`config.mk`:
```
export PLATFORM = sky130hd
export DESIGN_NAME = vec_strided_store_unit_flat
export DESIGN_NICKNAME = d
export VERILOG_FILES = /design/src/rtl/vec_strided_store_unit_if.sv /design/src/rtl/vec_strided_store_unit.sv /design/src/flat_wrapper.sv
export SDC_FILE = /design/constraint.sdc
export NUM_CORES = 1
export LEC_CHECK = 0
export BUFFER_PORTS_ARGS = -buffer_cell sky130_fd_sc_hd__buf_2
export CORE_UTILIZATION = 55
export DETAILED_ROUTE_END_ITERATION = 7
export GPL_ROUTABILITY_DRIVEN = 0
export PLACE_DENSITY_LB_ADDON = 0.1
export RECOVER_POWER = 25
export REMOVE_ABC_BUFFERS = 1
export SLEW_MARGIN = 40
export SYNTH_ARGS = -nofsm -noshare
export SYNTH_HDL_FRONTEND = slang
export SYNTH_SLANG_ARGS = --single-unit
```
`constraint.sdc`:
```
create_clock -name clk -period 4.4 [get_ports clk]
set_clock_uncertainty 0.05 [all_clocks]
set_input_delay 0.66 -clock clk [delete_from_list [all_inputs] [get_ports clk]]
set_output_delay 0.66 -clock clk [all_outputs]
set_load 0.02 [all_outputs]
```
`src/rtl/vec_strided_store_unit_if.sv`:
```
// Command, VRF read and memory write bus bundle of the strided-store unit.
// The master modport is the store unit itself; slave is the surrounding environment.
interface vec_strided_store_unit_if #(
  parameter int unsigned VL_W   = 8,
  parameter int unsigned VRF_AW = 8
);
  logic              cmd_valid;
  logic              cmd_ready;
  logic [31:0]       cmd_base;
  logic [31:0]       cmd_stride;
  logic [VL_W-1:0]   cmd_vl;
  logic [1:0]        cmd_sew;

  logic              vrf_re;
  logic [VRF_AW-1:0] vrf_raddr;
  logic [31:0]       vrf_rdata;

  logic              mem_valid;
  logic              mem_ready;
  logic [31:0]       mem_addr;
  logic [31:0]       mem_wdata;
  logic [3:0]        mem_wstrb;

  logic              busy;
  logic              done;
  logic              err;

  modport master (
    input  cmd_valid, cmd_base, cmd_stride, cmd_vl, cmd_sew, vrf_rdata, mem_ready,
    output cmd_ready, vrf_re, vrf_raddr, mem_valid, mem_addr, mem_wdata, mem_wstrb,
           busy, done, err
  );

  modport slave (
    output cmd_valid, cmd_base, cmd_stride, cmd_vl, cmd_sew, vrf_rdata, mem_ready,
    input  cmd_ready, vrf_re, vrf_raddr, mem_valid, mem_addr, mem_wdata, mem_wstrb,
           busy, done, err
  );
endinterface

```
`src/rtl/vec_strided_store_unit.sv`:
```
// Strided vector store (vsse.v): reads each element from the VRF and issues one
// masked word write per element at base + i*stride on the data-memory bus.
module vec_strided_store_unit #(
  parameter int unsigned VL_W   = 8,
  parameter int unsigned VRF_AW = 8
) (
  input  logic                   clk,
  input  logic                   resetn,
  vec_strided_store_unit_if.master bus
);

  typedef enum logic [2:0] {
    S_IDLE  = 3'd0,
    S_READ  = 3'd1,
    S_LOAD  = 3'd2,
    S_WRITE = 3'd3,
    S_DONE  = 3'd4
  } state_e;

  localparam logic [1:0] SEW_E8  = 2'b00;
  localparam logic [1:0] SEW_E16 = 2'b01;
  localparam logic [1:0] SEW_RSV = 2'b11;

  state_e state_q, state_d;

  logic [31:0]     addr_q, addr_d;
  logic [31:0]     stride_q, stride_d;
  logic [31:0]     elem_q, elem_d;
  logic [VL_W-1:0] vl_q, vl_d;
  logic [VL_W-1:0] idx_q, idx_d;
  logic [1:0]      sew_q, sew_d;
  logic            fail_q, fail_d;

  logic            misalign_c;
  logic            last_c;
  logic [31:0]     lane_elem_c;

  logic              cmd_ready_q, cmd_ready_d;
  logic              busy_q, busy_d;
  logic              done_q, done_d;
  logic              err_q, err_d;
  logic              vrf_re_q, vrf_re_d;
  logic [VRF_AW-1:0] vrf_raddr_q, vrf_raddr_d;
  logic              mem_valid_q, mem_valid_d;
  logic [31:0]       mem_addr_q, mem_addr_d;
  logic [31:0]       mem_wdata_q, mem_wdata_d;
  logic [3:0]        mem_wstrb_q, mem_wstrb_d;
  logic [3:0]        strb_c;

  assign misalign_c = ((sew_q == SEW_E16) && addr_q[0]) ||
                      ((sew_q == 2'b10) && (addr_q[1:0] != 2'b00));
  assign last_c     = (idx_q == (vl_q - VL_W'(1)));

  // Element extraction from the VRF word by the element's position in it
  always_comb begin
    lane_elem_c = bus.vrf_rdata;
    unique case (sew_q)
      SEW_E8:  lane_elem_c = {24'h0, bus.vrf_rdata[{idx_q[1:0], 3'b000} +: 8]};
      SEW_E16: lane_elem_c = {16'h0, bus.vrf_rdata[{idx_q[0], 4'b0000} +: 16]};
      default: ;
    endcase
  end

  // State register
  always_ff @(posedge clk) begin
    if (!resetn) state_q <= S_IDLE;
    else         state_q <= state_d;
  end

  // Next-state logic
  always_comb begin
    state_d = state_q;
    unique case (state_q)
      S_IDLE: begin
        if (bus.cmd_valid) begin
          if ((bus.cmd_sew == SEW_RSV) || (bus.cmd_vl == '0)) state_d = S_DONE;
          else                                               state_d = S_READ;
        end
      end
      S_READ:  state_d = S_LOAD;
      S_LOAD:  state_d = misalign_c ? S_DONE : S_WRITE;
      S_WRITE: if (bus.mem_ready) state_d = last_c ? S_DONE : S_READ;
      S_DONE:  state_d = S_IDLE;
      default: state_d = S_IDLE;
    endcase
  end

  // Command/element datapath next values
  always_comb begin
    addr_d   = addr_q;
    stride_d = stride_q;
    elem_d   = elem_q;
    vl_d     = vl_q;
    idx_d    = idx_q;
    sew_d    = sew_q;
    fail_d   = fail_q;
    unique case (state_q)
      S_IDLE: begin
        if (bus.cmd_valid) begin
          addr_d   = bus.cmd_base;
          stride_d = bus.cmd_stride;
          vl_d     = bus.cmd_vl;
          sew_d    = bus.cmd_sew;
          idx_d    = '0;
          fail_d   = (bus.cmd_sew == SEW_RSV);
        end
      end
      S_LOAD: begin
        elem_d = lane_elem_c;
        fail_d = misalign_c;
      end
      S_WRITE: begin
        if (bus.mem_ready) begin
          idx_d  = idx_q + VL_W'(1);
          addr_d = addr_q + stride_q;
        end
      end
      default: ;
    endcase
  end

  always_ff @(posedge clk) begin
    if (!resetn) begin
      addr_q   <= '0;
      stride_q <= '0;
      elem_q   <= '0;
      vl_q     <= '0;
      idx_q    <= '0;
      sew_q    <= '0;
      fail_q   <= 1'b0;
    end else begin
      addr_q   <= addr_d;
      stride_q <= stride_d;
      elem_q   <= elem_d;
      vl_q     <= vl_d;
      idx_q    <= idx_d;
      sew_q    <= sew_d;
      fail_q   <= fail_d;
    end
  end

  // Output logic: computed from the upcoming state so every output is a flop
  always_comb begin
    cmd_ready_d = (state_d == S_IDLE);
    busy_d      = (state_d != S_IDLE);
    done_d      = (state_d == S_DONE);
    err_d       = (state_d == S_DONE) && fail_d;
    vrf_re_d    = (state_d == S_READ);
    vrf_raddr_d = '0;
    mem_valid_d = (state_d == S_WRITE);
    mem_addr_d  = '0;
    mem_wdata_d = '0;
    mem_wstrb_d = '0;
    unique case (sew_d)
      SEW_E8:  strb_c = 4'b0001;
      SEW_E16: strb_c = 4'b0011;
      default: strb_c = 4'b1111;
    endcase
    if (state_d == S_READ) begin
      unique case (sew_d)
        SEW_E8:  vrf_raddr_d = VRF_AW'(idx_d >> 2);
        SEW_E16: vrf_raddr_d = VRF_AW'(idx_d >> 1);
        default: vrf_raddr_d = VRF_AW'(idx_d);
      endcase
    end
    if (state_d == S_WRITE) begin
      mem_addr_d  = {addr_d[31:2], 2'b00};
      mem_wdata_d = elem_d << {addr_d[1:0], 3'b000};
      mem_wstrb_d = strb_c << addr_d[1:0];
    end
  end

  always_ff @(posedge clk) begin
    if (!resetn) begin
      cmd_ready_q <= 1'b1;
      busy_q      <= 1'b0;
      done_q      <= 1'b0;
      err_q       <= 1'b0;
      vrf_re_q    <= 1'b0;
      vrf_raddr_q <= '0;
      mem_valid_q <= 1'b0;
      mem_addr_q  <= '0;
      mem_wdata_q <= '0;
      mem_wstrb_q <= '0;
    end else begin
      cmd_ready_q <= cmd_ready_d;
      busy_q      <= busy_d;
      done_q      <= done_d;
      err_q       <= err_d;
      vrf_re_q    <= vrf_re_d;
      vrf_raddr_q <= vrf_raddr_d;
      mem_valid_q <= mem_valid_d;
      mem_addr_q  <= mem_addr_d;
      mem_wdata_q <= mem_wdata_d;
      mem_wstrb_q <= mem_wstrb_d;
    end
  end

  assign bus.cmd_ready = cmd_ready_q;
  assign bus.busy      = busy_q;
  assign bus.done      = done_q;
  assign bus.err       = err_q;
  assign bus.vrf_re    = vrf_re_q;
  assign bus.vrf_raddr = vrf_raddr_q;
  assign bus.mem_valid = mem_valid_q;
  assign bus.mem_addr  = mem_addr_q;
  assign bus.mem_wdata = mem_wdata_q;
  assign bus.mem_wstrb = mem_wstrb_q;

endmodule

```
`src/flat_wrapper.sv`:
```
// flat-port wrapper written by rule: the top's interface ports become plain ports
module vec_strided_store_unit_flat 
#(
  parameter int unsigned VL_W   = 8,
  parameter int unsigned VRF_AW = 8
)
  (clk, resetn, bus_cmd_valid, bus_cmd_base, bus_cmd_stride, bus_cmd_vl, bus_cmd_sew, bus_vrf_rdata, bus_mem_ready, bus_cmd_ready, bus_vrf_re, bus_vrf_raddr, bus_mem_valid, bus_mem_addr, bus_mem_wdata, bus_mem_wstrb, bus_busy, bus_done, bus_err);
  vec_strided_store_unit_if #(.VL_W(VL_W), .VRF_AW(VRF_AW)) bus_i ();
  input  logic clk;
  input  logic resetn;
  input wire logic [$bits(bus_i.cmd_valid)-1:0] bus_cmd_valid;
  input wire logic [$bits(bus_i.cmd_base)-1:0] bus_cmd_base;
  input wire logic [$bits(bus_i.cmd_stride)-1:0] bus_cmd_stride;
  input wire logic [$bits(bus_i.cmd_vl)-1:0] bus_cmd_vl;
  input wire logic [$bits(bus_i.cmd_sew)-1:0] bus_cmd_sew;
  input wire logic [$bits(bus_i.vrf_rdata)-1:0] bus_vrf_rdata;
  input wire logic [$bits(bus_i.mem_ready)-1:0] bus_mem_ready;
  output wire logic [$bits(bus_i.cmd_ready)-1:0] bus_cmd_ready;
  output wire logic [$bits(bus_i.vrf_re)-1:0] bus_vrf_re;
  output wire logic [$bits(bus_i.vrf_raddr)-1:0] bus_vrf_raddr;
  output wire logic [$bits(bus_i.mem_valid)-1:0] bus_mem_valid;
  output wire logic [$bits(bus_i.mem_addr)-1:0] bus_mem_addr;
  output wire logic [$bits(bus_i.mem_wdata)-1:0] bus_mem_wdata;
  output wire logic [$bits(bus_i.mem_wstrb)-1:0] bus_mem_wstrb;
  output wire logic [$bits(bus_i.busy)-1:0] bus_busy;
  output wire logic [$bits(bus_i.done)-1:0] bus_done;
  output wire logic [$bits(bus_i.err)-1:0] bus_err;
  assign bus_i.cmd_valid = bus_cmd_valid;
  assign bus_i.cmd_base = bus_cmd_base;
  assign bus_i.cmd_stride = bus_cmd_stride;
  assign bus_i.cmd_vl = bus_cmd_vl;
  assign bus_i.cmd_sew = bus_cmd_sew;
  assign bus_i.vrf_rdata = bus_vrf_rdata;
  assign bus_i.mem_ready = bus_mem_ready;
  assign bus_cmd_ready = bus_i.cmd_ready;
  assign bus_vrf_re = bus_i.vrf_re;
  assign bus_vrf_raddr = bus_i.vrf_raddr;
  assign bus_mem_valid = bus_i.mem_valid;
  assign bus_mem_addr = bus_i.mem_addr;
  assign bus_mem_wdata = bus_i.mem_wdata;
  assign bus_mem_wstrb = bus_i.mem_wstrb;
  assign bus_busy = bus_i.busy;
  assign bus_done = bus_i.done;
  assign bus_err = bus_i.err;
  vec_strided_store_unit #(.VL_W(VL_W), .VRF_AW(VRF_AW)) u_core (.clk(clk), .resetn(resetn), .bus(bus_i));
endmodule
```
Yosys cells after proc, flatten, opt, wreduce, memory -nomap -nowiden
Cells that the tools add are included.
{"block": "op_classes", "mux": 20, "div": 0, "reduce_logical": 15, "add_sub_neg": 3, "n_mul": 0, "order_cmp": 0, "shift": 4, "bitwise": 0, "eq_ne": 11}
{"cell": "one-hot mux 32 bit (2 select lines)", "n": 2}
{"cell": "2-to-1 mux 32 bit", "n": 3}
{"cell": "adder 32 bit", "n": 1}
{"cell": "one-hot mux 8 bit (2 select lines)", "n": 2}
{"cell": "indexed part select 32 x 6 -> 16 bit", "n": 1}
{"cell": "indexed part select 32 x 6 -> 8 bit", "n": 1}
{"cell": "left shift 32 x 5 -> 32 bit", "n": 1}
{"cell": "2-to-1 mux 8 bit", "n": 2}
{"cell": "2-to-1 mux 3 bit", "n": 5}
{"cell": "one-hot mux 3 bit (4 select lines)", "n": 1}
{"cell": "== test 3 x 2 -> 1 bit, second input constant", "n": 3}
{"cell": "adder 8 x 1 -> 8 bit, second input constant", "n": 1}
{"cell": "== test 8 bit", "n": 1}
{"cell": "zero test 8 bit", "n": 1}
{"cell": "one-hot mux 4 bit (2 select lines)", "n": 1}
{"cell": "subtractor 8 x 1 -> 8 bit, second input constant", "n": 1}
{"cell": "== test 3 x 1 -> 1 bit, second input constant", "n": 2}
{"cell": "zero test 3 bit", "n": 2}
{"cell": "AND reduction 2 bit", "n": 3}
{"cell": "== test 2 x 1 -> 1 bit, second input constant", "n": 2}
{"cell": "== test 2 bit, second input constant", "n": 2}
{"cell": "zero test 2 bit", "n": 2}
{"cell": "2-to-1 mux 2 bit", "n": 2}
{"cell": "left shift 4 x 2 -> 4 bit", "n": 1}
{"cell": "other kinds (7)", "n": 10}
{"block": "totals", "mem_bits_ro": 0, "regBits": 200, "out_inout_bits": 82, "latch_bits": 0, "ramBits": 0, "memories": 0}

Depth between registers and ports, before layout
Gate-level depths: netlist of the first run.
{"block": "logic_depth", "word_depth": 7, "depth_mapped": 11, "mapped_depth_nobuf": 11}

Worst setup path before layout of the first run
OpenSTA, ideal clock, no wires.
{"block": "synth_timing", "kind": "register to register", "from": "register u_core.addr_q[0]", "to": "register u_core.mem_addr_q[22], in the netlist u_core.bus.mem_addr[22]", "stages_incl_launch_ff": 12, "setup_slack_ns": 1.809, "required_time_ns": 4.230, "t_arrival_ns": 2.421, "path_buffers": 0, "cell_sequence": "dfxtp_1 -> ha_1 -> inv_1 -> fa_1 -> and2b_1 -> o211ai_1 -> a21boi_0 -> o21ai_1 -> a211oi_1 -> o21ai_0 -> a31oi_1 -> nor2_1"}
{"block": "synth_between", "elab_chain_cells": 7, "word_cells_on_any_way": 11}
{"element": "start: declaration", "line_no": "vec_strided_store_unit.sv:26", "source": "logic [31:0] addr_q, addr_d;"}
{"element": "start signal: assignment", "line_no": "vec_strided_store_unit.sv:132", "source": "addr_q <= addr_d;"}
{"element": "branches (longest 7 deep; another with adder 32 bit)"}
{"element": "end signal: assignment", "line_no": "vec_strided_store_unit.sv:193", "source": "mem_addr_q <= mem_addr_d;"}
{"element": "end: declaration", "line_no": "vec_strided_store_unit.sv:45", "source": "logic [31:0] mem_addr_q, mem_addr_d;"}
Several ways; the timed one is not identified.
A chain may end at the register's enable or synchronous reset.

Worst setup path after layout of the first run
{"block": "layout_timing", "from": "register u_core.addr_q[0]", "to": "register u_core.mem_addr_q[24], in the netlist u_core.bus.mem_addr[24]"}
The elaborated chain is that of the path after synthesis.

==> results.py, run 1 <==
metrics = {
    "yosys": {
        "synth_cells": 1214,
        "yosys_warnings": 0,
        "ys_seq_area_frac": 0.404,
        "synth_fa_ha_area_frac": 0.0441,
        "yosys.area.top_type": "dfxtp_1",
        "synthMuxAreaShare": 0.0359,
        "async_reset_ff_frac": 0,
        "synth_xor_area_frac": 0.0205,
        "netlist.area_leader.share": 0.404,
        "synth_top_family_by_area": "simple AND/OR/NAND/NOR gates",
        "synth.area.top_cells": "dfxtp_1 (40%), a21oi_1 (7.2%), nor2_1 (6.4%)",
        "synth_edf_count": 0,
        "synth.distinct_cells": 71,
        "avgSynthCellArea_um2": 8.09,
        "ys_seq_elements": 198,
        "synth-simple-area-share": 0.230,
        "synth_compound_area_frac": 0.221,
        "ys.flop_type": "dfxtp_1",
        "synth_area_um2": 9820,
    },
    "route": {
        "top_layer_used": "met4",
        "wl_met2_um": 12300,
        "drt_iter0_drc": 729,
        "dr_total_vias": 9538,
        "routed_wl_um": 27300,
        "viasPerCell": 5.97,
        "wl_per_cell_um": 17.1,
        "drc": 0,
        "postRouteAntennaNets": 0,
        "wl_met3_um": 1990,
        "wl_met1_um": 12300,
        "dr.pass1.iters": 6,
    },
    "critical_path": {
        "ff2ff_setup_slack_ns": 1.26,
        "max_stage_delay_ns": 0.45,
        "worstPathRequired_ns": 4.65,
        "cpMostUsedCell": "o21ai_0",
        "cp_max_fo": 4,
        "r2r-start": "u_core.addr_q[0]",
        "crit_type": "reg -> reg",
        "worst_r2r_endpoint": "u_core.bus.mem_addr[24]",
        "worstPathCellList": "ha_1, inv_1, fa_1, and2b_1, o211ai_1, a21boi_0, o21ai_0, a31oi_1, o21ai_0, mux2i_1, a21oi_1",
        "critPathArrivalTime_ns": 3.40,
        "setup.worst_path.end_class": "flip-flop",
        "startpoint_type": "flip-flop",
        "cp_slowest_cell": "a21boi_0",
        "reg2reg_depth": 11,
    },
    "hold_path": {
        "hold_path_depth": 3,
        "min-delay-start": "bus_cmd_stride[23]",
        "hold_path.class": "in -> reg",
        "min_to": "u_core.stride_q[23]",
    },
    "die": {
        "design.die.area_um2": 18400,
        "rows": 48,
        "start_util": 0.566,
        "die_height_um": 136,
        "die_w_um": 136,
        "core_area_um2": 17400,
        "pin_count": 192,
    },
    "grt": {
        "overflow": 0,
        "antenna_found_initial": 0,
        "grt_pass1_wl_um": 43700,
        "grt_use_total": 0.300,
        "grt_max_degree": 56,
        "grt_pass1_vias": 8890,
    },
    "cells_and_area": {
        "areaGrowthSynthToFinish_pct": 15.9,
        "fin_nets": 1504,
        "layout-drive-gt1-share": 0.142,
        "finish.utilization": 0.655,
        "antenna_cells": 0,
    },
    "cts": {
        "cts_setup_buffers": 0,
        "numCtsBuffers": 17,
        "cts_resized": 0,
        "cts_tree": "built",
        "htreeDepth": 4,
        "cts_root_buf": "clkbuf_16",
        "ctsHoldBuffers": 0,
        "path_clk_slew_ns": 0.07,
        "cts_buffer_depth": 2,
        "clock_latency_ns": 0.44,
        "clkSinkCount": 198,
    },
    "timing": {
        "finalSetupTns_ns": 0,
        "setup-violations-final": 0,
        "worst_slew_pin_slew_ns": 0.790,
        "maxSlewViolCount": 0,
        "max_slew_margin": 0.472,
        "grt_setup_unrepaired": "false",
        "finalCriticalPeriod_ns": 3.14,
        "fin_ws_ns": 1.26,
        "hold_violations": 0,
        "max_freq_mhz": 318,
        "fin_crit_sh": 0.714,
        "hold_slack_ns": 0.401,
    },
    "pwr": {
        "p_per_area_nw_per_um2": 395,
        "p_int_w": 0.00314,
        "peakVddDrop_uv": 292,
        "power_frac_comb": 0.203,
        "seqPwrFrac": 0.434,
        "swShare": 0.301,
        "p_leak_nw": 4.86,
        "p_clk_frac": 0.363,
        "p_switching_w": 0.00135,
        "power_w": 0.00449,
    },
    "place": {
        "dp_hpwl_um": 18600,
        "dp_slack_ns": 1.04,
        "port_buffers": 189,
    },
    "run_status": {
        "outcome": "finished, final reports clean",
    },
    "flow_run": {
        "cap_violations": 0,
    },
}
[state kept, by name (all words and copies together) (netlist names), 2 cells and up]
signal,flops
u_core.bus.mem_wdata,32
u_core.idx_q,8
u_core.stride_q,32
u_core.vl_q,8
u_core.state_q,3
u_core.bus.mem_addr,30
u_core.sew_q,2
u_core.addr_q,32
u_core.bus.mem_wstrb,4
u_core.bus.vrf_raddr,8
u_core.elem_q,32
[synth_stat cells, drive strengths merged, types with 3 or more instances]
cell type and n:
nand4 13, a221oi 13, clkbuf 55, o22a 8
xnor2 13, xor2 10, or3 4, o21ai 40
a22oi 11, a221o 4, buf 30, nand3b 6
a31oi 10, o21a 4, o31ai 3, nor4 3
a21o 17, nand3 27, nand2 152, mux4 8
a22o 28, nand2b 9, nor2b 6, nor2 170
a21oi 142, a2111oi 3, or4 4, and2 24
o21bai 4, mux2i 15, o211ai 8, and3 29
dfxtp 198, a211oi 18, a21boi 4, inv 18
nor3 39, ha 33
[critical path, delay by kind of cell, from the launching register on]
kind	cells	cell delay [ns]
DFF	1	0.38
adders and majority gates	2	0.55
AOI/OAI and AO/OA	6	1.50
buffers and inverters	1	0.06
muxes	1	0.23
and+or+nand+nor	1	0.24
[per-stage QoR]
stage                     instances  cell area [µm²]
after floorplan                1130             9450
after global placement         1565            10800
after detailed placement       1566            10900
after CTS                      1597            11500
after global routing           1597            11400
final                          1597            11400
[kinds of logic after synthesis]
kind of cell	after synthesis
adders and majority gates	34
AOI/OAI and AO/OA	335
DFF	198
muxes	25
and+or+nand+nor	495
xor gates and xnor gates	23
other	1
buffers and inverters	103
[area by class of cell]
cell class                      count  area [µm²]
Tap cell                          225         282
Clock inverter                     10         146
Multi-Input combinational cell    914        5430
Fill cell                        1566        5980
Timing Repair Buffer              211        1030
Sequential cell                   198        3960
Clock buffer                       21         460
Inverter                           18        68.8
[routing by layer]
| layer | vias up | track usage |
|---|---|---|
| met1 | 4473 | 0.399 |
| li1 | 4603 | - |
| met3 | 60 | 0.0606 |
| met2 | 402 | 0.477 |
| met5 | - | 0 |
| met4 | 0 | 0.117 |
[placed cells by master (no fill, tap or decap), types with 13 or more instances in the layout]
master	count
a21oi_1	141
a21o_1	17
ha_1	33
nand4_1	13
nor2_1	168
buf_2	120
and2_1	23
nor3_1	39
mux2i_1	15
inv_1	17
clkbuf_1	71
xnor2_1	13
buf_4	21
a221oi_1	13
a22o_1	28
a211oi_1	18
o21ai_0	38
dfxtp_1	198
nand2_1	149
nand3_1	27
and3_1	29
clkbuf_16	17
[power groups by stage]
stage | Combinational [W] | Sequential [W] | Clock (W)
global placement | 0.000880 | 0.00199 | 0
CTS | 0.000904 | 0.00195 | 0.00164
floorplan | 0.000578 | 0.00201 | 0
detailed placement | 0.000896 | 0.00199 | 0
finish | 0.000911 | 0.00195 | 0.00163
global route | 0.00101 | 0.00196 | 0.00171
[worst max-delay path by stage]
stage	from	endpoint	slack, ns	cells after the start
floorplan	bus_cmd_valid	u_core.bus.mem_wdata[24]	-0.31	6
finish	u_core.addr_q[0]	u_core.bus.mem_addr[24]	1.26	11
detailed placement	bus_cmd_vl[3]	u_core.bus.mem_wdata[3]	1.04	9
global route	u_core.addr_q[0]	u_core.bus.mem_addr[28]	1.03	11
CTS	u_core.addr_q[0]	u_core.bus.mem_addr[24]	1.31	11
global placement	bus_cmd_vl[3]	u_core.bus.mem_wdata[2]	1.17	9
Note: power is estimated with default switching activity, not from simulation.
==> run 2, diff against run 1 <==
==> constraint.sdc (replaced) <==
create_clock -name clk -period 3.2 [get_ports clk]
set_clock_uncertainty 0.05 [all_clocks]
set_input_delay 0.48 -clock clk [delete_from_list [all_inputs] [get_ports clk]]
set_output_delay 0.48 -clock clk [all_outputs]
set_load 0.02 [all_outputs]
==> run 2 against run 1 <==
  * Non-clock buffer count grew 3
  * First-iteration DRC count shrank 2.6%
  * Critical endpoint is now u_core.addr_q[24]
  * Worst setup slack worse by 0.92 ns
  * Global-route usage down 0.51 points
  * Die area unchanged
==> results.py, run 2 (synthesized netlist as in run 1, its figures left out) <==
metrics = {
    "cells_and_area": {
        "fin_nets": 1507,
        "areaGrowthSynthToFinish_pct": 15.8,
        "most-common-layout-cells": "dfxtp_1 (198), nor2_1 (168), nand2_1 (151)",
        "antenna_cells": 0,
        "fin_cells": 1601,
        "layout-drive-gt1-share": 0.144,
        "final_common_cell": "dfxtp_1",
        "postLayoutCellArea_um2": 11400,
        "finish.utilization": 0.655,
        "n_fill_cell": 1612,
    },
    "die": {
        "core_area_um2": 17400,
        "start_util": 0.566,
        "die_w_um": 136,
        "pin_count": 192,
        "die_height_um": 136,
        "design.die.area_um2": 18400,
        "rows": 48,
    },
    "critical_path": {
        "crit_type": "reg -> reg",
        "cp_slowest_cell": "dfxtp_1",
        "worstPathCellList": "ha_1, inv_1, fa_1, and2b_1, o211ai_1, a21boi_1, o21ai_0, a31oi_1, o21ai_0, mux2i_1, a21oi_1",
        "setup.worst_path.end_class": "flip-flop",
        "cpMostUsedCell": "o21ai_0",
        "worstPathRequired_ns": 3.46,
        "startpoint_type": "flip-flop",
        "cp_max_fo": 4,
        "max_stage_delay_ns": 0.37,
        "critPathArrivalTime_ns": 3.12,
    },
    "cts": {
        "numCtsBuffers": 17,
        "cts_resized": 0,
        "path_clk_slew_ns": 0.07,
        "cts_root_buf": "clkbuf_16",
        "htreeDepth": 4,
        "ctsHoldBuffers": 0,
        "cts_tree": "built",
        "clkSinkCount": 198,
        "cts_setup_buffers": 0,
        "clock_latency_ns": 0.44,
        "cts_buffer_depth": 2,
    },
    "timing": {
        "worst_slew_pin_slew_ns": 0.709,
        "fin_crit_sh": 0.894,
        "finalCriticalPeriod_ns": 2.86,
        "max_slew_margin": 0.514,
        "setup-violations-final": 0,
        "maxSlewViolCount": 0,
        "grt_setup_unrepaired": "false",
        "max_freq_mhz": 350,
        "hold_violations": 0,
    },
    "grt": {
        "antenna_found_initial": 0,
        "overflow": 0,
        "grt_use_total": 0.295,
        "grt_pass1_wl_um": 43100,
        "grt_pass1_vias": 8607,
        "grt_max_degree": 79,
    },
    "route": {
        "drc": 0,
        "postRouteAntennaNets": 0,
        "drt_iter0_drc": 710,
        "routed_wl_um": 27100,
        "viasPerCell": 5.89,
        "dr.pass1.iters": 5,
        "dr_total_vias": 9437,
        "wl_per_cell_um": 16.9,
    },
    "pwr": {
        "peakVddDrop_uv": 459,
        "power_w": 0.00601,
        "p_per_area_nw_per_um2": 529,
        "p_leak_nw": 4.85,
    },
    "place": {
        "dp.cells": 1569,
        "place_area_um2": 10900,
        "port_buffers": 189,
        "dp_hpwl_um": 18600,
    },
    "hold_path": {
        "hold_path.class": "in -> reg",
    },
    "run_status": {
        "outcome": "finished, final reports clean",
    },
    "flow_run": {
        "cap_violations": 0,
    },
}
==> run 2: final timing paths <==
| kind | start | end | slack, ns | cells after the start |
|---|---|---|---|---|
| worst max-delay path | u_core.addr_q[0] | u_core.addr_q[24] | 0.34 | 11 |
| worst min-delay path | bus_cmd_stride[26] | u_core.stride_q[26] | 0.22 | 3 |
| worst max register to register | u_core.addr_q[0] | u_core.addr_q[24] | 0.34 | 11 |
| worst min register to register | u_core.stride_q[25] | u_core.stride_q[25] | 0.41 | 2 |
==> run 2: per-layer routing <==
layer  vias to the layer above  share of wire  GRT usage
li1                       4609              -          -
met1                      4401           0.46      0.413
met2                       390           0.45      0.460
met3                        37          0.073     0.0486
met4                         0          0.015     0.0955
met5                         -              0          0
==> run 2: where the power goes <==
part           internal (W)  leakage [nW]  total [W]  switching [W]
clock               0.00109         0.258    0.00207       0.000985
combinational      0.000454          2.98    0.00126       0.000805
sequential          0.00260          1.61    0.00268      0.0000844
total               0.00414          4.85    0.00601        0.00187
==> run 2: layout make-up <==
type / count / area, µm² / area share
multi-input combinational: 914 / 5430 / 0.477
sequential: 198 / 3960 / 0.349
timing repair buffer: 214 / 1070 / 0.0943
clock buffer: 20 / 437 / 0.0384
tap: 225 / 282 / 0.0248
clock inverter: 12 / 121 / 0.0107
inverter: 18 / 67.6 / 0.00594
==> run 2: per-stage QoR <==
| step | hold slack (ns) | setup slack, ns | TNS, ns |
|---|---|---|---|
| 4_1_cts | 0.210 | 0.158 | 0 |
| 5_1_grt | 0.225 | 0.117 | 0 |
| 3_3_place_gp | 0.401 | 0.294 | 0 |
| 2_1_floorplan | 0.391 | -1.33 | -74.17 |
| 6_report | 0.222 | 0.340 | 0 |
| 3_5_place_dp | 0.402 | 0.178 | 0 |
==> run 2: critical path, delay by kind of cell, from the launching register on <==
| kind | cells | cell delay, ns |
|---|---|---|
| AOI/OAI and AO/OA | 6 | 1.25 |
| and+or+nand+nor | 1 | 0.24 |
| DFF | 1 | 0.37 |
| buffers and inverters | 1 | 0.05 |
| muxes | 1 | 0.23 |
| adders and majority gates | 2 | 0.53 |
==> run 3, diff against run 2 <==
--- a/config.mk
+++ b/config.mk
@@ -6,6 +6,7 @@
 export NUM_CORES = 1
 export LEC_CHECK = 0
 export BUFFER_PORTS_ARGS = -buffer_cell sky130_fd_sc_hd__buf_2
+export CAP_MARGIN = 20
 export CORE_UTILIZATION = 55
 export DETAILED_ROUTE_END_ITERATION = 7
 export GPL_ROUTABILITY_DRIVEN = 0
==> constraint.sdc (replaced) <==
create_clock -name clk -period 2.96 [get_ports clk]
set_clock_uncertainty 0.05 [all_clocks]
set_input_delay 0.444 -clock clk [delete_from_list [all_inputs] [get_ports clk]]
set_output_delay 0.444 -clock clk [all_outputs]
set_load 0.005 [all_outputs]
==> run 3 against run 2 <==
  * Die area unchanged
  * Critical path type unchanged
  * Count of clock-buffer cells in the layout grew 3
  * Hold slack got worse by 0.032 ns
  * Largest cell class unchanged
==> results.py, run 3 (synthesized netlist as in run 1, its figures left out) <==
metrics = {
    "pwr": {
        "p_int_w": 0.00463,
        "power_w": 0.00656,
        "swShare": 0.295,
        "p_per_area_nw_per_um2": 569,
        "peakVddDrop_uv": 456,
        "power_frac_comb": 0.204,
        "p_clk_frac": 0.353,
        "p_leak_nw": 5.07,
        "p_switching_w": 0.00193,
        "seqPwrFrac": 0.443,
    },
    "cells_and_area": {
        "layout-drive-gt1-share": 0.176,
        "multi_input_area_um2": 5430,
        "most-common-layout-cells": "dfxtp_1 (198), nor2_1 (168), buf_2 (158)",
        "areaGrowthSynthToFinish_pct": 17.4,
        "n_fill_cell": 1544,
        "final_common_cell": "dfxtp_1",
        "regArea_um2": 3960,
        "fin_nets": 1518,
    },
    "place": {
        "port_buffers": 189,
        "dp_hpwl_um": 18700,
        "dp_slack_ns": 0.156,
    },
    "critical_path": {
        "critPathArrivalTime_ns": 2.93,
        "crit_path_start": "u_core.addr_q[0]",
        "r2r-start": "u_core.addr_q[0]",
        "cp-endpoint": "u_core.addr_q[28]",
        "ff2ff_setup_slack_ns": 0.27,
        "crit_type": "reg -> reg",
        "startpoint_type": "flip-flop",
        "reg2reg_depth": 11,
        "worstPathRequired_ns": 3.21,
        "setup.worst_path.end_class": "flip-flop",
        "worst_r2r_endpoint": "u_core.addr_q[28]",
        "cp_max_fo": 3,
    },
    "grt": {
        "grt_use_total": 0.299,
        "busiest_layer": "met2",
        "grt_pass1_wl_um": 43300,
        "overflow": 0,
        "met1_usage": 0.402,
        "antenna_found_initial": 1,
        "use_met2": 0.476,
        "grt_max_degree": 86,
        "grt_pass1_vias": 8805,
        "grtUsageMet3": 0.0587,
    },
    "hold_path": {
        "hold_path.class": "in -> reg",
    },
    "route": {
        "drt_iter0_drc": 711,
        "routed_wl_um": 27100,
        "postRouteAntennaNets": 0,
        "dr_total_vias": 9484,
        "drc": 0,
        "viasPerCell": 5.89,
        "dr.pass1.iters": 7,
        "wl_per_cell_um": 16.8,
    },
    "timing": {
        "grt_setup_unrepaired": "false",
        "worst_slew_pin_slew_ns": 0.750,
        "max_freq_mhz": 372,
        "hold_slack_ns": 0.190,
        "maxSlewViolCount": 0,
        "finalCriticalPeriod_ns": 2.69,
        "fin_crit_sh": 0.908,
        "hold_violations": 0,
        "max_slew_margin": 0.499,
        "fin_ws_ns": 0.272,
        "setup-violations-final": 0,
    },
    "cts": {
        "htreeDepth": 4,
        "cts_root_buf": "clkbuf_16",
        "cts_tree": "built",
        "path_clk_slew_ns": 0.07,
        "clkSinkCount": 198,
        "numCtsBuffers": 17,
        "ctsHoldBuffers": 0,
        "clock_latency_ns": 0.43,
        "cts_buffer_depth": 2,
    },
    "run_status": {
        "outcome": "finished, final reports clean",
    },
    "die": {
        "pin_count": 192,
        "die_w_um": 136,
        "start_util": 0.566,
        "die_height_um": 136,
        "rows": 48,
        "design.die.area_um2": 18400,
        "core_area_um2": 17400,
    },
    "flow_run": {
        "cap_violations": 0,
    },
}
[run 3: changes by cell type in the layout (fill, tap and decap cells not counted), sizes merged]
cell,change
clkinv,-3
bufinv,+1
diode,+1
clkbuf,-37
buf,+51
inv,-2
clkinvlp,-1
[run 3: worst min-delay path by stage]
stage | end | slack [ns] | from | cells past startpoint
after global placement | u_core.stride_q[4] | 0.40 | u_core.stride_q[4] | 2
after floorplan | u_core.stride_q[0] | 0.39 | u_core.stride_q[0] | 2
after detailed placement | u_core.stride_q[2] | 0.40 | u_core.stride_q[2] | 2
after global routing | u_core.stride_q[31] | 0.19 | bus_cmd_stride[31] | 3
final | u_core.stride_q[25] | 0.19 | bus_cmd_stride[25] | 3
after CTS | u_core.stride_q[25] | 0.18 | bus_cmd_stride[25] | 3
[run 3: area by class of cell]
class	count	area share
tap	225	0.0244
clock inverter	7	0.00836
inverter	18	0.00586
multi-input combinational	914	0.471
clock buffer	23	0.0415
timing repair buffer	225	0.104
sequential	198	0.344
antenna	1	0.000217
[run 3: metal layers]
layer / wire, µm / share of wire
met1: 12300 / 0.45
met2: 12200 / 0.45
met3: 1910 / 0.070
met4: 699 / 0.026
met5: 0 / 0
[run 3: metrics by stage]
step	cells	area [µm²]	setup TNS, ns	utilization
3_3_place_gp	1580	11000	0	0.632
4_1_cts	1610	11600	0	0.666
5_1_grt	1611	11500	0	0.664
2_1_floorplan	1130	9450	-97.31	-
6_report	1611	11500	0	0.664
3_5_place_dp	1580	11000	0	0.632
[run 3: what timing repair did]
item                       in CTS  in global routing
setup buffers                   0                  0
setup endpoints to repair       0                 11
resized for setup               0                  4
[run 3: power by group through the flow]
stage | combinational, W | sequential (W) | clock [W]
final | 0.00134 | 0.00290 | 0.00231
after global routing | 0.00149 | 0.00292 | 0.00244
after CTS | 0.00133 | 0.00290 | 0.00234
after detailed placement | 0.00132 | 0.00296 | 0
after global placement | 0.00130 | 0.00296 | 0
after floorplan | 0.000857 | 0.00295 | 0
[run 3: worst max-delay path, stage by stage (launching register included)]
cell       delay [ns]
dfxtp_1          0.36
ha_1             0.18
inv_1            0.06
fa_1             0.37
and2b_1          0.24
o211ai_1         0.09
a21boi_1         0.24
o21ai_1          0.17
a2111oi_1        0.41
nor3_1           0.10
mux2i_1          0.20
a21oi_1          0.09
